**src/rtl/lock_pkg.sv**
```systemverilog
// Shared types and constants for the six-digit lock sequencer.
package lock_pkg;

  localparam int unsigned DIGIT_W = 4;
  localparam int unsigned PAIR_W  = 2 * DIGIT_W;
  localparam int unsigned PW_W    = 24;
  localparam logic [DIGIT_W-1:0] ERR_DIGIT = 4'hE;

  typedef enum logic [2:0] {
    IDLE,
    ENTRY,
    CHECK,
    FAIL,
    UNLOCK,
    LOCKOUT
  } state_t;

  function automatic logic digit_bad(input logic [DIGIT_W-1:0] d);
    return d > DIGIT_W'(9);
  endfunction

  // Non-BCD digits are stored as ERR_DIGIT so they can never match a real slot.
  function automatic logic [DIGIT_W-1:0] digit_fix(input logic [DIGIT_W-1:0] d);
    return digit_bad(d) ? ERR_DIGIT : d;
  endfunction

endpackage

```
**src/rtl/lock_timer.sv**
```systemverilog
// Loadable down-counter; done_o is high while the count sits at zero.
module lock_timer #(
  parameter int unsigned W = 8
) (
  input  logic         clk,
  input  logic         clr,
  input  logic         load_i,
  input  logic [W-1:0] load_val_i,
  output logic         done_o
);

  logic [W-1:0] cnt_q, cnt_d;
  logic         done_q;

  always_comb begin
    cnt_d = cnt_q;
    if (load_i) begin
      cnt_d = load_val_i;
    end else if (cnt_q != '0) begin
      cnt_d = cnt_q - W'(1);
    end
  end

  // done is registered from the next count so it always equals (cnt_q == 0).
  always_ff @(posedge clk or negedge clr) begin
    if (!clr) begin
      cnt_q  <= '0;
      done_q <= 1'b1;
    end else begin
      cnt_q  <= cnt_d;
      done_q <= (cnt_d == '0);
    end
  end

  assign done_o = done_q;

endmodule

```
**src/rtl/lock_sequencer.sv**
```systemverilog
// Six-digit lock controller: pair entry, one-slot-per-cycle compare, unlock/fail/lockout.
// Define LOCK_SEQ_TIMEOUT_EN to enable the ENTRY inactivity timeout.
module lock_sequencer
  import lock_pkg::*;
#(
  parameter int unsigned NUM_SLOTS      = 4,
  parameter int unsigned MAX_ERR        = 3,
  parameter int unsigned UNLOCK_CYCLES  = 1000,
  parameter int unsigned LOCKOUT_CYCLES = 5000,
  parameter int unsigned FLASH_HALF     = 250,
  parameter int unsigned TIMEOUT_CYCLES = 2000,
  localparam int unsigned SW = (NUM_SLOTS > 1) ? $clog2(NUM_SLOTS) : 1,
  localparam int unsigned EW = (MAX_ERR > 0) ? $clog2(MAX_ERR + 1) : 1
) (
  input  logic            clk,
  input  logic            clr,
  input  logic            pair_vld,
  input  logic [3:0]      pair_a,
  input  logic [3:0]      pair_b,
  input  logic            cancel,
  output logic [SW-1:0]   slot_sel,
  input  logic [PW_W-1:0] slot_data,
  input  logic            slot_en,
  output logic            busy,
  output logic [1:0]      entry_cnt,
  output logic            bad_digit,
  output logic            unlock,
  output logic            lockout,
  output logic [EW-1:0]   err_cnt,
  output logic            led
);

  localparam int unsigned T_MAX_A = (UNLOCK_CYCLES > LOCKOUT_CYCLES) ? UNLOCK_CYCLES : LOCKOUT_CYCLES;
  localparam int unsigned T_MAX   = (T_MAX_A > TIMEOUT_CYCLES) ? T_MAX_A : TIMEOUT_CYCLES;
  localparam int unsigned TW      = $clog2(T_MAX + 1);
  localparam int unsigned FW      = $clog2(FLASH_HALF + 1);
  localparam logic [SW-1:0] SLOT_LAST = SW'(NUM_SLOTS - 1);
  localparam logic [EW-1:0] ERR_MAX   = EW'(MAX_ERR);

  state_t          state_q, state_d;
  logic [PW_W-1:0] buf_q, buf_d;
  logic            poison_q, poison_d;
  logic [1:0]      entry_cnt_q, entry_cnt_d;
  logic [SW-1:0]   slot_sel_q, slot_sel_d;
  logic [EW-1:0]   err_q, err_d;
  logic            busy_q, busy_d, bad_q, bad_d;
  logic            unlock_q, unlock_d, lockout_q, lockout_d, led_q, led_d;

  logic            tmr_load, tmr_done, fl_load, fl_done;
  logic [TW-1:0]   tmr_val;
  logic [PAIR_W-1:0] pair_w;
  logic            pair_bad, match;

  assign pair_w   = {digit_fix(pair_a), digit_fix(pair_b)};
  assign pair_bad = digit_bad(pair_a) | digit_bad(pair_b);
  assign match    = slot_en && (slot_data == buf_q) && !poison_q;

  lock_timer #(.W(TW)) u_main_tmr (
    .clk(clk), .clr(clr), .load_i(tmr_load), .load_val_i(tmr_val), .done_o(tmr_done)
  );

  lock_timer #(.W(FW)) u_flash_tmr (
    .clk(clk), .clr(clr), .load_i(fl_load), .load_val_i(FW'(FLASH_HALF - 1)), .done_o(fl_done)
  );

  always_comb begin
    state_d     = state_q;
    buf_d       = buf_q;
    poison_d    = poison_q;
    entry_cnt_d = entry_cnt_q;
    slot_sel_d  = '0;
    err_d       = err_q;
    bad_d       = 1'b0;
    unlock_d    = 1'b0;
    lockout_d   = 1'b0;
    led_d       = 1'b0;
    tmr_load    = 1'b0;
    tmr_val     = '0;
    fl_load     = 1'b0;

    case (state_q)
      IDLE: begin
        if (pair_vld && !cancel) begin
          buf_d       = {pair_w, 16'h0000};
          poison_d    = pair_bad;
          bad_d       = pair_bad;
          entry_cnt_d = 2'd1;
          state_d     = ENTRY;
`ifdef LOCK_SEQ_TIMEOUT_EN
          tmr_load    = 1'b1;
          tmr_val     = TW'(TIMEOUT_CYCLES - 1);
`endif
        end
      end
      ENTRY: begin
        if (cancel) begin
          buf_d       = '0;
          poison_d    = 1'b0;
          entry_cnt_d = 2'd0;
          state_d     = IDLE;
        end else if (pair_vld) begin
          case (entry_cnt_q)
            2'd1:    buf_d[15:8] = pair_w;
            default: buf_d[7:0]  = pair_w;
          endcase
          poison_d = poison_q | pair_bad;
          bad_d    = pair_bad;
          if (entry_cnt_q == 2'd2) begin
            entry_cnt_d = 2'd0;
            state_d     = CHECK;
          end else begin
            entry_cnt_d = entry_cnt_q + 2'd1;
`ifdef LOCK_SEQ_TIMEOUT_EN
            tmr_load    = 1'b1;
            tmr_val     = TW'(TIMEOUT_CYCLES - 1);
`endif
          end
`ifdef LOCK_SEQ_TIMEOUT_EN
        end else if (tmr_done) begin
          buf_d       = '0;
          poison_d    = 1'b0;
          entry_cnt_d = 2'd0;
          state_d     = FAIL;
`endif
        end
      end
      CHECK: begin
        if (match) begin
          err_d    = '0;
          unlock_d = 1'b1;
          tmr_load = 1'b1;
          tmr_val  = TW'(UNLOCK_CYCLES - 1);
          buf_d    = '0;
          poison_d = 1'b0;
          state_d  = UNLOCK;
        end else if (slot_sel_q == SLOT_LAST) begin
          buf_d    = '0;
          poison_d = 1'b0;
          state_d  = FAIL;
        end else begin
          slot_sel_d = slot_sel_q + SW'(1);
        end
      end
      FAIL: begin
        err_d = (err_q >= ERR_MAX) ? ERR_MAX : err_q + EW'(1);
        if (err_d == ERR_MAX) begin
          lockout_d = 1'b1;
          led_d     = 1'b1;
          tmr_load  = 1'b1;
          tmr_val   = TW'(LOCKOUT_CYCLES - 1);
          fl_load   = 1'b1;
          state_d   = LOCKOUT;
        end else begin
          state_d = IDLE;
        end
      end
      UNLOCK: begin
        if (cancel || tmr_done) begin
          state_d = IDLE;
        end else begin
          unlock_d = 1'b1;
        end
      end
      LOCKOUT: begin
        if (tmr_done) begin
          err_d   = '0;
          state_d = IDLE;
        end else begin
          lockout_d = 1'b1;
          led_d     = fl_done ? ~led_q : led_q;
          fl_load   = fl_done;
        end
      end
      default: state_d = IDLE;
    endcase

    busy_d = (state_d == CHECK) || (state_d == FAIL) ||
             (state_d == UNLOCK) || (state_d == LOCKOUT);
  end

  always_ff @(posedge clk or negedge clr) begin
    if (!clr) begin
      state_q     <= IDLE;
      buf_q       <= '0;
      poison_q    <= 1'b0;
      entry_cnt_q <= 2'd0;
      slot_sel_q  <= '0;
      err_q       <= '0;
      busy_q      <= 1'b0;
      bad_q       <= 1'b0;
      unlock_q    <= 1'b0;
      lockout_q   <= 1'b0;
      led_q       <= 1'b0;
    end else begin
      state_q     <= state_d;
      buf_q       <= buf_d;
      poison_q    <= poison_d;
      entry_cnt_q <= entry_cnt_d;
      slot_sel_q  <= slot_sel_d;
      err_q       <= err_d;
      busy_q      <= busy_d;
      bad_q       <= bad_d;
      unlock_q    <= unlock_d;
      lockout_q   <= lockout_d;
      led_q       <= led_d;
    end
  end

  assign slot_sel  = slot_sel_q;
  assign busy      = busy_q;
  assign entry_cnt = entry_cnt_q;
  assign bad_digit = bad_q;
  assign unlock    = unlock_q;
  assign lockout   = lockout_q;
  assign err_cnt   = err_q;
  assign led       = led_q;

endmodule
```
**config.mk**
```make
export PLATFORM = sky130hd
export DESIGN_NAME = lock_sequencer
export DESIGN_NICKNAME = d
export VERILOG_FILES = /design/src/rtl/lock_pkg.sv /design/src/rtl/lock_timer.sv /design/src/rtl/lock_sequencer.sv
export SDC_FILE = /design/constraint.sdc
export NUM_CORES = 1
export LEC_CHECK = 0
export ABC_AREA = 0
export BUFFER_PORTS_ARGS = -buffer_cell sky130_fd_sc_hd__buf_2
export CORE_ASPECT_RATIO = 1.2
export CORE_UTILIZATION = 30
export DETAILED_ROUTE_END_ITERATION = 10
export PLACE_DENSITY = 0.48
export SYNTH_ARGS = -nofsm -noshare
export SYNTH_HDL_FRONTEND = slang
export SYNTH_SLANG_ARGS = --single-unit
export TNS_END_PERCENT = 1
```
**constraint.sdc**
```tcl
create_clock -name clk -period 2.3 [get_ports clk]
set_clock_uncertainty 0.05 [all_clocks]
set_input_delay 0.23 -clock clk [delete_from_list [all_inputs] [get_ports clk]]
set_output_delay 0.23 -clock clk [all_outputs]
set_load 0.02 [all_outputs]
```
### Word level (Yosys, flattened, before mapping)

Cells that the tools add are included.

| cells by class | value |
|---|---|
| add/subtract/negate cells | 5 |
| multiply operators | 0 |
| div/mod/pow operators | 0 |
| $lt $le $gt $ge | 3 |
| eq/ne operators | 23 |
| shifts and indexed selects | 0 |
| multiplexer cells | 62 |
| bitwise operators | 3 |
| reductions and logical operators | 23 |

Operators by type and width:

| kind | number |
|---|---|
| 24-bit 2-to-1 mux | 3 |
| 24-bit one-hot mux with 3 select lines | 1 |
| 8-bit 2-to-1 mux | 5 |
| 13-bit 2-to-1 mux | 3 |
| 16-bit 2-to-1 mux | 2 |
| 3-bit 2-to-1 mux | 9 |
| 13-bit one-hot mux with 2 select lines | 1 |
| 24-bit == test | 1 |
| 2-bit 2-to-1 mux | 10 |
| 3-bit one-hot mux with 6 select lines | 1 |
| 1-bit 2-to-1 mux | 15 |
| 13-bit logical NOT | 1 |
| 13-bit nonzero test | 1 |
| 13-bit by 1-bit subtractor with 13-bit output (second input constant) | 1 |
| 3-bit by 2-bit == test with 1-bit output (second input constant) | 4 |
| 3-bit == test (second input constant) | 4 |
| 1-bit one-hot mux with 2 select lines | 6 |
| 10-bit 2-to-1 mux | 1 |
| 5-bit AND reduction | 2 |
| 3-bit != test (second input constant) | 3 |
| 4-bit > comparator (second input constant) | 2 |
| 8-bit logical NOT | 1 |
| 4-bit 2-to-1 mux | 2 |
| 4-bit AND reduction | 2 |
| 23 further kinds | 38 |

| word-level totals | value |
|---|---|
| bits in registers | 62 |
| latch bits | 0 |
| RAM bits | 0 |
| ROM bits | 0 |
| bits of input ports | 37 |
| word-level logic and storage cells | 136 |
| memories kept | 0 |

### Longest topological paths before layout

| logic depth | value |
|---|---|
| depth after elaboration | 9 |
| depth in mapped cells | 8 |
| mapped depth without buffers | 8 |

### Cells and area by module

Synthesis repeated with hierarchy kept, for this count alone.

| second synthesis, totals | value |
|---|---|
| cell total of the unflattened synthesis | 383 |
| area total of the unflattened synthesis | 3,682.3 sq um |

Modules (own cells, without submodules):

| module | instances | cells an instance | area each (sq um) | seq. area each (sq um) |
|---|---|---|---|---|
| lock_sequencer | 1 | 218 | 2,152.1 | 975.9 |
| lock_timer at u_main_tmr | 1 | 93 | 890.9 | 351.6 |
| lock_timer at u_flash_tmr | 1 | 72 | 639.4 | 226.5 |

### Worst setup path after synthesis

Ideal clock, no wire load.

| timing | value |
|---|---|
| path type | reg2reg |
| start | register buf_q[12] |
| end | register buf_q[11] |
| library setup time | 121 ps |
| data arrival time | 1,720 ps |
| path slack | 409 ps |
| cell stages (with the launch flop) | 8 |
| path buffers | 1 |
| clock period less this slack | 1,891 ps |
| cell sequence | dfrtp_1 xnor2_1 nand4_1 nor4_1 nand4_1 buf_6 a211o_2 a22o_1 |

| on the way | value |
|---|---|
| longest elaborated chain between the ends | 5 |
| elaborated cells on any way between the ends | 7 |
| those cells by class | eq/ne: 2; mux: 2; reduce/logical: 3 |

Ends and longest elaborated chain:

| element | RTL line | text |
|---|---|---|
| start, declared | lock_sequencer.sv:41 | `logic [PW_W-1:0] buf_q, buf_d;` |
| start signal, assigned | lock_sequencer.sv:196 | `buf_q <= buf_d;` |
| 24-bit == test (*) | lock_sequencer.sv:56 | `assign match = slot_en && (slot_data == buf_q) && !poison_q;` |
| 1-bit logical AND (*) (2 in series) | lock_sequencer.sv:56 |  |
| 3-bit != test (no source line) / 24-bit 2-to-1 mux (equally long branches) | n/a |  |
| 5-bit AND reduction (no source line) / 24-bit one-hot mux with 3 select lines (equally long branches) | n/a |  |

Mark *: on every way between the ends. The rest lies on a longest branch, timed or not.
A chain may end at the register's enable or synchronous reset.

### Worst setup path in the final report

| timing | value |
|---|---|
| start | register buf_q[15] |
| end | register buf_q[7] |

The elaborated chain is that of the path after synthesis.

==> out/metrics.csv <==
metric,value,unit
Buffers on Ports,47,
Post-Syn Area,3310,sq um
Max Cap Viol,0,
clock slew at reported path FFs,50,ps
first-iteration detailed-routing DRC count,95,
hpwl dp,6300,um
Ant. Diodes,0,
Finished Layout Cells,532,
WHS,170,ps
core area,10600,sq um
clk buf depth,2,
"Seq/Total Area, Yosys",0.469,
area grow syn2layout,23.5,%
Tot Pwr,4.15,mW
Peak Freq,459,MHz
DR vias,2750,
Post-synth ARST share,1.00,
LEAKAGE,1.81,nW
worst min path class,input port to flip-flop,
most common library cell in the layout ignoring fill and taps,dfrtp_1,
Post-DP Area,3760,sq um
CP max-delay cell,dfrtp_1,
crit start category,flip-flop,
Syn. warnings,0,
max-slew violations,0,
largest net degree at the start of global routing,42,
crit path DAT,2340,ps
failing checks,design-rule violations,
die extent in x,97.9,um
Num CTS Buffers,9,
htree depth,3,
setup ws final,123,ps
I/O Pins,48,
endpoints failing hold,0,
die area,11500,sq um
total wire length,8410,um
share of cells above drive strength 1,0.218,
initial core utilization,0.312,
endpoints failing setup,0,
grt ovf,0,
Crit Path Class,flip-flop to flip-flop,
final-stage net count,439,
vias in the first global route,2857,
Final min period,2180,ps
RSZ-0062 raised after global routing,false,
FILL cells,1093,
Max IR drop VDD,0.407,mV
fin crit share,0.946,
Critical Path RT,2460,ps
num rows,41,
CTS sink count,62,
Mean Syn Cell Area,9.88,sq um
final core occ,0.385,
root buf cell,clkbuf_16,
Max transition margin,0.636,
initial antenna violation count,0,
Synth cell types,52,
most frequent cells in the layout,"60 x dfrtp_1, 47 x buf_2, 29 x nand2_1",
DRC viols,11,
Slew @ Worst Pin,546,ps
number of enable flip-flop cells after synthesis,0,
pre-CTS setup slack,2.67,ps
Setup TNS,0,ps
"critical path, cell by cell",xnor2_1 > nand4_1 > nor4_2 > nand4_1 > buf_4 > a211o_2 > a22o_1,
global-route wire length before repair,14200,um
Finished Cell Area,4090,sq um
CTS tree,built,
DR vias/cell,5.17,
dpl cells,514,
Tot GR Track Use,0.161,
flop and latch count out of synthesis,62,
Placer Congestion,0.796,
Power Density,1020,nW/um^2
Post-DRT Antenna Nets,0,
wire per inst,15.8,um
Pre-Repair DR Iteration Count,7,
CP Capture Type,flip-flop,
"Primary FF master, synth",dfrtp_1,
status,finished with violations,
CP max stage delay,390,ps
Clock Latency Late Sink,330,ps
Synth Net Count,376,
die height,117,um
worst-path fanout max,8,
Synth Instances,335,
crit-path most repeated cell,nand4_1,
layer usage:
metal | GRT usage | up-vias | part of all wire
li1 | - | 1356 | -
met3 | 0.0309 | 19 | 0.043
met5 | 0 | - | 0
met1 | 0.196 | 1306 | 0.45
met4 | 0.106 | 0 | 0.031
met2 | 0.265 | 69 | 0.47
registers in the layout (all words and copies together) (netlist names):
| register | flops |
|---|---|
| unlock | 1 |
| u_flash_tmr.done_o | 1 |
| lockout | 1 |
| err_cnt | 2 |
| state_q | 3 |
| bad_digit | 1 |
| slot_sel | 2 |
| u_flash_tmr.cnt_q | 8 |
| buf_q | 24 |
| u_main_tmr.cnt_q | 13 |
| entry_cnt | 2 |
| poison_q | 1 |
| led | 1 |
| busy | 1 |
| u_main_tmr.done_o | 1 |
final cells by class:
| class | count | area, sq um | share of cell area |
|---|---|---|---|
| Tap cell | 129 | 161 | 0.0395 |
| Clock buffer | 16 | 292 | 0.0713 |
| Inverter | 7 | 26.3 | 0.00643 |
| Timing Repair Buffer | 63 | 370 | 0.0906 |
| Multi-Input combinational cell | 255 | 1680 | 0.412 |
| Sequential cell | 62 | 1550 | 0.380 |
logic make-up (layout without fill, tap and decap cells):
| family | after synthesis | in the layout | share of synthesized area |
|---|---|---|---|
| AND/OR/NAND/NOR | 125 | 125 | 0.202 |
| AO/OA/AOI/OAI | 89 | 89 | 0.189 |
| flip-flops | 62 | 62 | 0.469 |
| XOR/XNOR | 36 | 36 | 0.0952 |
| buffers and inverters | 18 | 86 | 0.0265 |
| adder cells (fa/ha/maj) | 4 | 4 | 0.0151 |
| multiplexers | 1 | 1 | 0.00302 |
path summary, 6_finish.rpt:
check                             from                  to  slack [ps]  depth (start not counted)
max in group asynchronous          clr  u_flash_tmr.done_o        1150                          3
hold / removal               pair_b[3]           buf_q[19]         170                          2
min in group asynchronous          clr            buf_q[1]         380                          2
setup / recovery             buf_q[15]            buf_q[7]         120                          7
hold reg to reg            slot_sel[0]         slot_sel[0]         410                          1
setup reg to reg             buf_q[15]            buf_q[7]         120                          7
worst max-delay path: cells and delay by family (launching register included):
kind / cells / cell delay (ps)
AND/OR/NAND/NOR: 3 / 640
AO/OA/AOI/OAI: 2 / 630
flip-flops: 1 / 390
buffers and inverters: 1 / 180
XOR/XNOR: 1 / 170
where the power goes:
group / switching (mW) / leakage (nW) / internal (mW) / total [mW]
Sequential: 0.283 / 0.789 / 1.34 / 1.63
Clock: 0.456 / 0.143 / 0.848 / 1.30
Combinational: 0.669 / 0.878 / 0.555 / 1.22
Total: 1.41 / 1.81 / 2.75 / 4.15
cells in the mapped netlist, types with 2 or more instances:
master | n | share of area
nor3b_1 | 3 | 0.0068
a211oi_1 | 2 | 0.0045
a21oi_1 | 19 | 0.029
o221ai_1 | 2 | 0.0053
and2_1 | 2 | 0.0038
nor2_1 | 26 | 0.029
and3_1 | 3 | 0.0057
nor2b_1 | 9 | 0.017
dfrtp_1 | 60 | 0.45
nand3_1 | 6 | 0.0091
o21a_1 | 3 | 0.0068
inv_1 | 7 | 0.0079
nor4b_1 | 2 | 0.0053
nand2_1 | 29 | 0.033
o21ai_0 | 19 | 0.029
o2bb2ai_1 | 19 | 0.050
nand2b_1 | 7 | 0.013
nor3_1 | 14 | 0.021
nand3b_1 | 2 | 0.0045
buf_6 | 2 | 0.0068
a22o_1 | 8 | 0.021
clkbuf_1 | 4 | 0.0045
buf_2 | 4 | 0.0060
xor2_1 | 17 | 0.045
o41ai_1 | 2 | 0.0053
a31oi_1 | 3 | 0.0057
nand4_1 | 5 | 0.0094
xnor2_1 | 19 | 0.050
a211o_2 | 2 | 0.0060
dfstp_2 | 2 | 0.016
nor4_1 | 7 | 0.013
ha_1 | 4 | 0.015
nand4b_1 | 3 | 0.0079
what timing repair did:
item | in CTS | in global routing
buffers inserted | 0 | 1
endpoints found under the setup margin | 4 | 25
endpoints found under the hold margin | 21 | 0
hold buffers | 1 | 0
pin swaps | 1 | 0
gates resized for setup | 1 | 2
gates cloned | 0 | 0
No activity file was read; power rests on OpenSTA's default activity.
